## config.mk

```make
export PLATFORM = sky130hd
export DESIGN_NAME = daq_adc_readout
export DESIGN_NICKNAME = d
export VERILOG_FILES = /design/src/rtl/daq_pkg.sv /design/src/rtl/daq_sync2.sv /design/src/rtl/daq_adc_readout.sv
export SDC_FILE = /design/constraint.sdc
export NUM_CORES = 1
export LEC_CHECK = 0
export BUFFER_PORTS_ARGS = -buffer_cell sky130_fd_sc_hd__buf_2
export CAP_MARGIN = 20
export CORE_UTILIZATION = 35
export DETAILED_ROUTE_END_ITERATION = 8
export PLACE_DENSITY = 0.62
export SLEW_MARGIN = 0
export SYNTH_ARGS = -nofsm -noshare
export SYNTH_HDL_FRONTEND = slang
export SYNTH_HIERARCHICAL = 1
export SYNTH_SLANG_ARGS = --single-unit
```

## constraint.sdc

```tcl
create_clock -name clk_i -period 5.6 [get_ports clk_i]
set_input_delay 0.28 -clock clk_i [delete_from_list [all_inputs] [get_ports clk_i]]
set_output_delay 0.28 -clock clk_i [all_outputs]
set_load 0.1 [all_outputs]
```

## src/rtl/daq_pkg.sv

```systemverilog
// Shared types and constants for the DAQ ADC readout block.
package daq_pkg;

  // Readout sequencer states; explicit encodings keep debug dumps stable.
  typedef enum logic [2:0] {
    IDLE         = 3'd0,
    WAIT_BUSY_HI = 3'd1,
    WAIT_BUSY_LO = 3'd2,
    RD_LOW       = 3'd3,
    RD_HIGH      = 3'd4,
    OUT_WAIT     = 3'd5
  } daq_state_e;

  // Logic levels used when comparing the synchronised busy line.
  localparam logic HI = 1'b1;
  localparam logic LO = 1'b0;

  // Largest of three cycle counts; sizes the shared timer.
  function automatic int max3(input int a, input int b, input int c);
    int m;
    m = a;
    if (b > m) m = b;
    if (c > m) m = c;
    return m;
  endfunction

endpackage

```

## src/rtl/daq_sync2.sv

```systemverilog
// Two-flop synchroniser for a single asynchronous level.
module daq_sync2 #(
  parameter logic RESET_VAL = 1'b0
) (
  input  logic clk,
  input  logic reset,
  input  logic d,
  output logic q
);

  logic meta;

  // Two back-to-back flops give the first one a full cycle to resolve.
  always_ff @(posedge clk) begin
    if (reset) begin
      meta <= RESET_VAL;
      q    <= RESET_VAL;
    end else begin
      meta <= d;
      q    <= meta;
    end
  end

endmodule

```

## src/rtl/daq_adc_readout.sv

```systemverilog
// Conversion-triggered ADC parallel-bus reader.
// Waits for the ADC busy pulse after each conversion start, then strobes
// out NUM_CHANNELS words with CS_n/RD_n and presents each on a stream.
// Stream handshake: a beat transfers on any rising clk edge where
// valid_o && ready_i; once valid_o is high, sample_o/chan_o/last_o hold
// steady and valid_o stays high until that transfer (only en_i low or
// reset may drop it early).
module daq_adc_readout
  import daq_pkg::*;
#(
  parameter int NUM_CHANNELS   = 8,
  parameter int DATA_WIDTH     = 16,
  parameter int RD_LOW_CYCLES  = 3,
  parameter int RD_HIGH_CYCLES = 2,
  parameter int BUSY_TIMEOUT   = 1000,
  localparam int CHAN_W        = (NUM_CHANNELS > 1) ? $clog2(NUM_CHANNELS) : 1
) (
  input  logic                  clk_i,
  input  logic                  reset_i,
  input  logic                  en_i,
  input  logic                  conv_clk_i,
  input  logic                  busy_i,
  input  logic [DATA_WIDTH-1:0] adc_data_i,
  output logic                  adc_cs_n_o,
  output logic                  adc_rd_n_o,
  output logic [DATA_WIDTH-1:0] sample_o,
  output logic [CHAN_W-1:0]     chan_o,
  output logic                  last_o,
  output logic                  valid_o,
  input  logic                  ready_i,
  output logic                  overrun_o,
  output logic                  timeout_o,
  input  logic                  clear_i,
  output daq_state_e            dbg_state_o
);

  localparam int TMAX = max3(BUSY_TIMEOUT, RD_LOW_CYCLES, RD_HIGH_CYCLES);
  localparam int TW   = $clog2(TMAX) + 1;

  localparam logic [TW-1:0]     TO_LAST   = TW'(BUSY_TIMEOUT - 1);
  localparam logic [TW-1:0]     RL_LAST   = TW'(RD_LOW_CYCLES - 1);
  localparam logic [TW-1:0]     RH_LAST   = TW'(RD_HIGH_CYCLES - 1);
  localparam logic [CHAN_W-1:0] CHAN_LAST = CHAN_W'(NUM_CHANNELS - 1);

  daq_state_e state_q, state_d;
  logic [TW-1:0]     timer_q, timer_d;
  logic [CHAN_W-1:0] chan_q, chan_d;

  logic                  valid_d, last_d, cs_n_d, rd_n_d;
  logic [DATA_WIDTH-1:0] sample_d;
  logic [CHAN_W-1:0]     chan_out_d;
  logic                  overrun_d, timeout_d, timeout_set;

  logic busy_s;
  logic conv_q;
  logic start;

  // Busy comes straight from the ADC with no relation to clk_i.
  daq_sync2 #(.RESET_VAL(1'b0)) u_busy_sync (
    .clk   (clk_i),
    .reset (reset_i),
    .d     (busy_i),
    .q     (busy_s)
  );

  // The trigger controller is on clk_i, so a single register is enough
  // to see its falling edge.
  always_ff @(posedge clk_i) begin
    if (reset_i) conv_q <= 1'b0;
    else         conv_q <= conv_clk_i;
  end

  assign start       = conv_q && !conv_clk_i;
  assign dbg_state_o = state_q;

  // Next-state, timer, channel and output-register values.
  always_comb begin
    state_d     = state_q;
    timer_d     = timer_q;
    chan_d      = chan_q;
    valid_d     = valid_o;
    sample_d    = sample_o;
    chan_out_d  = chan_o;
    last_d      = last_o;
    timeout_set = 1'b0;

    if (valid_o && ready_i) valid_d = 1'b0;

    case (state_q)
      IDLE: begin
        if (start && en_i) begin
          state_d = WAIT_BUSY_HI;
          timer_d = '0;
        end
      end
      WAIT_BUSY_HI: begin
        if (busy_s == HI) begin
          state_d = WAIT_BUSY_LO;
          timer_d = '0;
        end else if (timer_q == TO_LAST) begin
          timeout_set = 1'b1;
          state_d     = IDLE;
          timer_d     = '0;
        end else begin
          timer_d = timer_q + TW'(1);
        end
      end
      WAIT_BUSY_LO: begin
        if (busy_s == LO) begin
          state_d = RD_LOW;
          chan_d  = '0;
          timer_d = '0;
        end else if (timer_q == TO_LAST) begin
          timeout_set = 1'b1;
          state_d     = IDLE;
          timer_d     = '0;
        end else begin
          timer_d = timer_q + TW'(1);
        end
      end
      RD_LOW: begin
        // Data is taken on the last low cycle, while RD_n is still asserted.
        if (timer_q == RL_LAST) begin
          sample_d   = adc_data_i;
          chan_out_d = chan_q;
          last_d     = (chan_q == CHAN_LAST);
          valid_d    = 1'b1;
          state_d    = RD_HIGH;
          timer_d    = '0;
        end else begin
          timer_d = timer_q + TW'(1);
        end
      end
      RD_HIGH: begin
        if (timer_q == RH_LAST) begin
          state_d = OUT_WAIT;
          timer_d = '0;
        end else begin
          timer_d = timer_q + TW'(1);
        end
      end
      OUT_WAIT: begin
        // Leave once the beat has gone, whether it went earlier or now.
        if (!valid_o || ready_i) begin
          timer_d = '0;
          if (last_o) begin
            state_d = IDLE;
          end else begin
            chan_d  = chan_q + CHAN_W'(1);
            state_d = RD_LOW;
          end
        end
      end
      default: begin
        state_d = IDLE;
        timer_d = '0;
      end
    endcase

    // Disable wins over everything: drop the frame and the pending beat.
    if (!en_i) begin
      state_d = IDLE;
      timer_d = '0;
      valid_d = 1'b0;
    end

    cs_n_d = !(state_d inside {RD_LOW, RD_HIGH, OUT_WAIT});
    rd_n_d = (state_d != RD_LOW);

    // Sticky flags: clear first so a same-cycle set event wins.
    overrun_d = (clear_i ? 1'b0 : overrun_o) | (start && (state_q != IDLE));
    timeout_d = (clear_i ? 1'b0 : timeout_o) | timeout_set;
  end

  // Sequencer state, shared timer and channel counter.
  always_ff @(posedge clk_i) begin
    if (reset_i) begin
      state_q <= IDLE;
      timer_q <= '0;
      chan_q  <= '0;
    end else begin
      state_q <= state_d;
      timer_q <= timer_d;
      chan_q  <= chan_d;
    end
  end

  // Registered bus strobes, stream outputs and sticky flags.
  always_ff @(posedge clk_i) begin
    if (reset_i) begin
      adc_cs_n_o <= 1'b1;
      adc_rd_n_o <= 1'b1;
      valid_o    <= 1'b0;
      last_o     <= 1'b0;
      sample_o   <= '0;
      chan_o     <= '0;
      overrun_o  <= 1'b0;
      timeout_o  <= 1'b0;
    end else begin
      adc_cs_n_o <= cs_n_d;
      adc_rd_n_o <= rd_n_d;
      valid_o    <= valid_d;
      last_o     <= last_d;
      sample_o   <= sample_d;
      chan_o     <= chan_out_d;
      overrun_o  <= overrun_d;
      timeout_o  <= timeout_d;
    end
  end

endmodule

```

==> key figures <==
Status
  • Status: completed

Clocking
  • Total clock buffers created by CTS: 5
  • Clock insertion delay at the later pin of the skew report: 0.30 ns
  • Master cell of the clock root buffer: sky130_fd_sc_hd__clkbuf_8
  • TritonCTS clock tree: done
  • Cts repair resizes: 0
  • Buffers inserted during post-CTS setup optimization: 0
  • Bufs on Longest Clock Path: 2
  • H-tree levels: 2
  • TritonCTS Sinks: 45
  • Number of buffers inserted by hold repair at cts: 0
  • CTS clock-pin slew for the worst setup and hold paths: 0.09 ns

Worst setup path
  • Critical R2R Capture: timer_q[4]
  • Crit. Startpoint: timer_q[10]
  • Endpoint class of the critical path: flip-flop
  • CP Data Required Time: 5.75 ns
  • Reg2reg path depth: 5
  • Critical path arrival: 2.66 ns
  • Worst setup SP type: flip-flop
  • Largest fanout on the critical path: 11
  • Startpoint of the worst register-to-register path: timer_q[10]
  • Setup CP Type: flip-flop to flip-flop
  • Worst-case register-to-register setup slack: 3.09 ns
  • Worst Setup EP: timer_q[4]

Yosys
  • Fraction of post-synthesis cell area in the top cell type by area: 46.3%
  • Area contributors post-synth: sky130_fd_sc_hd__dfxtp_1 (46%), sky130_fd_sc_hd__nand2_1 (9.5%), sky130_fd_sc_hd__a21oi_1 (8.0%), sky130_fd_sc_hd__xnor2_1 (4.5%), sky130_fd_sc_hd__nor2_1 (4.2%)
  • Post-synthesis sequential area ratio: 46.3%
  • Count of distinct cell types in the synthesized netlist: 34
  • Syn avg cell area: 8.24 sq um
  • Post-synthesis instance area: 0.00194 sq mm
  • Total number of yosys warnings: 6
  • Share of flip-flops with an asynchronous set or reset after synthesis: 0%
  • Post-synthesis register bit count: 45
  • Main flop type after synthesis: sky130_fd_sc_hd__dfxtp_1
  • Net count of the mapped netlist: 264
  • Count of flip-flops with a built-in enable after synthesis: 0
  • Most frequent cells after synthesis: sky130_fd_sc_hd__nand2_1 (49), sky130_fd_sc_hd__dfxtp_1 (45), sky130_fd_sc_hd__a21oi_1 (31)
  • Cells after synthesis: 236
  • Most frequently used cell type in the post-synthesis netlist: sky130_fd_sc_hd__nand2_1
  • Library cell occupying the most area in the post-synthesis netlist: sky130_fd_sc_hd__dfxtp_1

Cells and area
  • Util after Layout: 44.8%
  • Synth-to-Final Area Change: 20.8%
  • Post-route standard cell area excluding fillers: 0.00235 sq mm
  • Number of antenna cells inserted: 0
  • Post-layout nets: 310
  • Share of cells above drive strength 1: 23.7%
  • Number of standard cells in the final layout excluding fillers: 353

Floorplanning
  • Total Die Area: 0.00586 sq mm
  • Number of rows in the core area: 26
  • Die Span Y: 76.5 um
  • Die boundary width: 76.5 um
  • Number of placed I/O pins: 51
  • Core ar.: 0.00524 sq mm
  • Starting density of the core: 37.1%

Power
  • Total power consumption of the routed design: 0.597 mW
  • Total power divided by cell area: 254 mW/mm^2
  • Static leakage: 0.894 nW
  • Net load switching power: 0.122 mW
  • Flop pwr share: 54.0%
  • Peak ir drop on the vdd network: 0.142 mV
  • Switching part of the total power: 20.5%
  • Combinational power share: 3.2%
  • Cell internal pwr: 0.475 mW
  • Clock network power share: 42.8%

Timing
  • Maximum clock skew at final layout: 0.00827 ns
  • Upper clock frequency limit: 398 MHz
  • RSZ-0062 raised after global routing: false
  • Count of pins over their slew limit: 0
  • Measured slew at the worst slew-check pin: 0.996 ns
  • Endpoints failing setup: 0
  • Worst hold slack across all endpoints: 0.212 ns
  • Final hold viol count: 0
  • Max-slew headroom: 32.8%
  • Final critical path time including I/O delays and setup: 2.51 ns
  • Period utilization: 44.9%
  • Slack of the critical path: 3.09 ns
  • Setup TNS Final: 0 ns

Global route
  • Final global-route overflow total: 0
  • Met1 track utilization from global routing: 20.2%
  • Via count of the first global-routing pass: 1512
  • First-pass GRT wire length: 6960 um
  • Global routing usage on met3: 3.23%
  • Antenna violations before repair: 0
  • Most crowded layer after global routing: met2
  • Largest net degree at the start of global routing: 31
  • Grt met2 use: 22.3%
  • Total global routing track utilization: 14.9%

Routing
  • Vias/cell: 4.90
  • Final ANT Viol Nets: 0
  • Vias: 1730
  • Number of design rule violations left after detail routing: 0
  • Detailed-routing iteration count for the pre-antenna-repair pass: 5
  • Routed wire per std cell: 12.2 um
  • Iteration-0 DRC Markers: 82
  • Detailed Route WL: 4290 um

Placed design
  • Area post-placement: 0.00223 sq mm
  • HPWL after detailed placement: 2990 um
  • Placed Instances: 345
  • Pre-CTS setup slack: 3.08 ns
  • Weighted congestion at the end of routability-driven global placement: 0.769
  • IO Port Bufs: 50

Worst hold path
  • Class of the worst hold path: primary input to flip-flop

Job
  • Max-capacitance violation count: 0
==> flip-flops by register name (all words and copies together) (netlist names) <==
register / cells
adc_cs_n_o: 1
adc_rd_n_o: 1
chan_o: 3
chan_q: 3
conv_q: 1
dbg_state_o: 3
last_o: 1
overrun_o: 1
sample_o: 16
timeout_o: 1
timer_q: 11
u_busy_sync/meta: 1
u_busy_sync/q: 1
valid_o: 1
==> layout by cell type (no fill, tap or decap), types with 2 or more instances in the layout <==
cell type / instances
sky130_fd_sc_hd__a31oi_1: 4
sky130_fd_sc_hd__or3b_2: 3
sky130_fd_sc_hd__inv_1: 7
sky130_fd_sc_hd__dfxtp_1: 45
sky130_fd_sc_hd__buf_2: 50
sky130_fd_sc_hd__nand2b_1: 3
sky130_fd_sc_hd__clkbuf_8: 6
sky130_fd_sc_hd__xnor2_1: 10
sky130_fd_sc_hd__nand2_1: 49
sky130_fd_sc_hd__a21oi_1: 31
sky130_fd_sc_hd__nand3_1: 4
sky130_fd_sc_hd__nor2b_1: 7
sky130_fd_sc_hd__nor4_1: 3
sky130_fd_sc_hd__nand4_1: 4
sky130_fd_sc_hd__ha_1: 5
sky130_fd_sc_hd__nand3b_1: 3
sky130_fd_sc_hd__nor3_1: 8
sky130_fd_sc_hd__nor3b_1: 2
sky130_fd_sc_hd__or3_1: 2
sky130_fd_sc_hd__nor2_1: 22
==> per-layer routing <==
layer | up-vias | routed length (um) | share of wire (%)
met5 | - | 0 | 0
met4 | 0 | 73 | 1.7
met3 | 7 | 187 | 4.4
met2 | 47 | 1960 | 46
met1 | 791 | 2070 | 48
li1 | 885 | - | -
==> how the worst min path moves through the flow <==
stage / from / endpoint / slack, ns / cells after the start
2_1_floorplan: reset_i / u_busy_sync/meta / 0.35 / 1
3_3_place_gp: u_busy_sync/meta / u_busy_sync/q / 0.42 / 1
3_5_place_dp: u_busy_sync/meta / u_busy_sync/q / 0.43 / 1
4_1_cts: adc_data_i[0] / sample_o[0] / 0.20 / 3
5_1_grt: adc_data_i[6] / sample_o[6] / 0.22 / 3
6_report: adc_data_i[3] / sample_o[3] / 0.21 / 3
==> area by class of cell <==
| cell class | instances | area [sq um] |
|---|---|---|
| clock buffer | 6 | 82.6 |
| fill | 544 | 2890 |
| clock inverter | 2 | 37.5 |
| timing repair buffer | 50 | 250 |
| tap | 70 | 87.6 |
| sequential | 45 | 901 |
| multi-input combinational | 173 | 963 |
| inverter | 7 | 26.3 |
==> power by group through the flow <==
stage,Sequential (mW),Combinational (mW),Clock (mW)
2_1_floorplan,0.330,0.00966,0
3_3_place_gp,0.330,0.0195,0
3_5_place_dp,0.330,0.0194,0
4_1_cts,0.322,0.0195,0.262
5_1_grt,0.322,0.0215,0.275
6_report,0.322,0.0194,0.255
==> cells by family (layout without fill, tap and decap cells) <==
family / after synthesis / after routing / synth area share, %
adder cells (fa/ha/maj): 5 / 5 / 3.22
AO/OA/AOI/OAI: 41 / 41 / 12.1
buffers and inverters: 18 / 65 / 4.12
AND/OR/NAND/NOR: 116 / 116 / 29.2
flip-flops: 45 / 45 / 46.3
XOR/XNOR: 10 / 10 / 4.50
multiplexers: 1 / 1 / 0.515
==> critical path, stage by stage, from the launching register on <==
cell,delay [ns]
sky130_fd_sc_hd__dfxtp_1,0.33
sky130_fd_sc_hd__or3_1,0.37
sky130_fd_sc_hd__nor4_1,0.60
sky130_fd_sc_hd__nor2b_1,0.13
sky130_fd_sc_hd__o41ai_2,0.81
sky130_fd_sc_hd__nor2_1,0.12
Note: power is estimated with default switching activity, not from simulation.
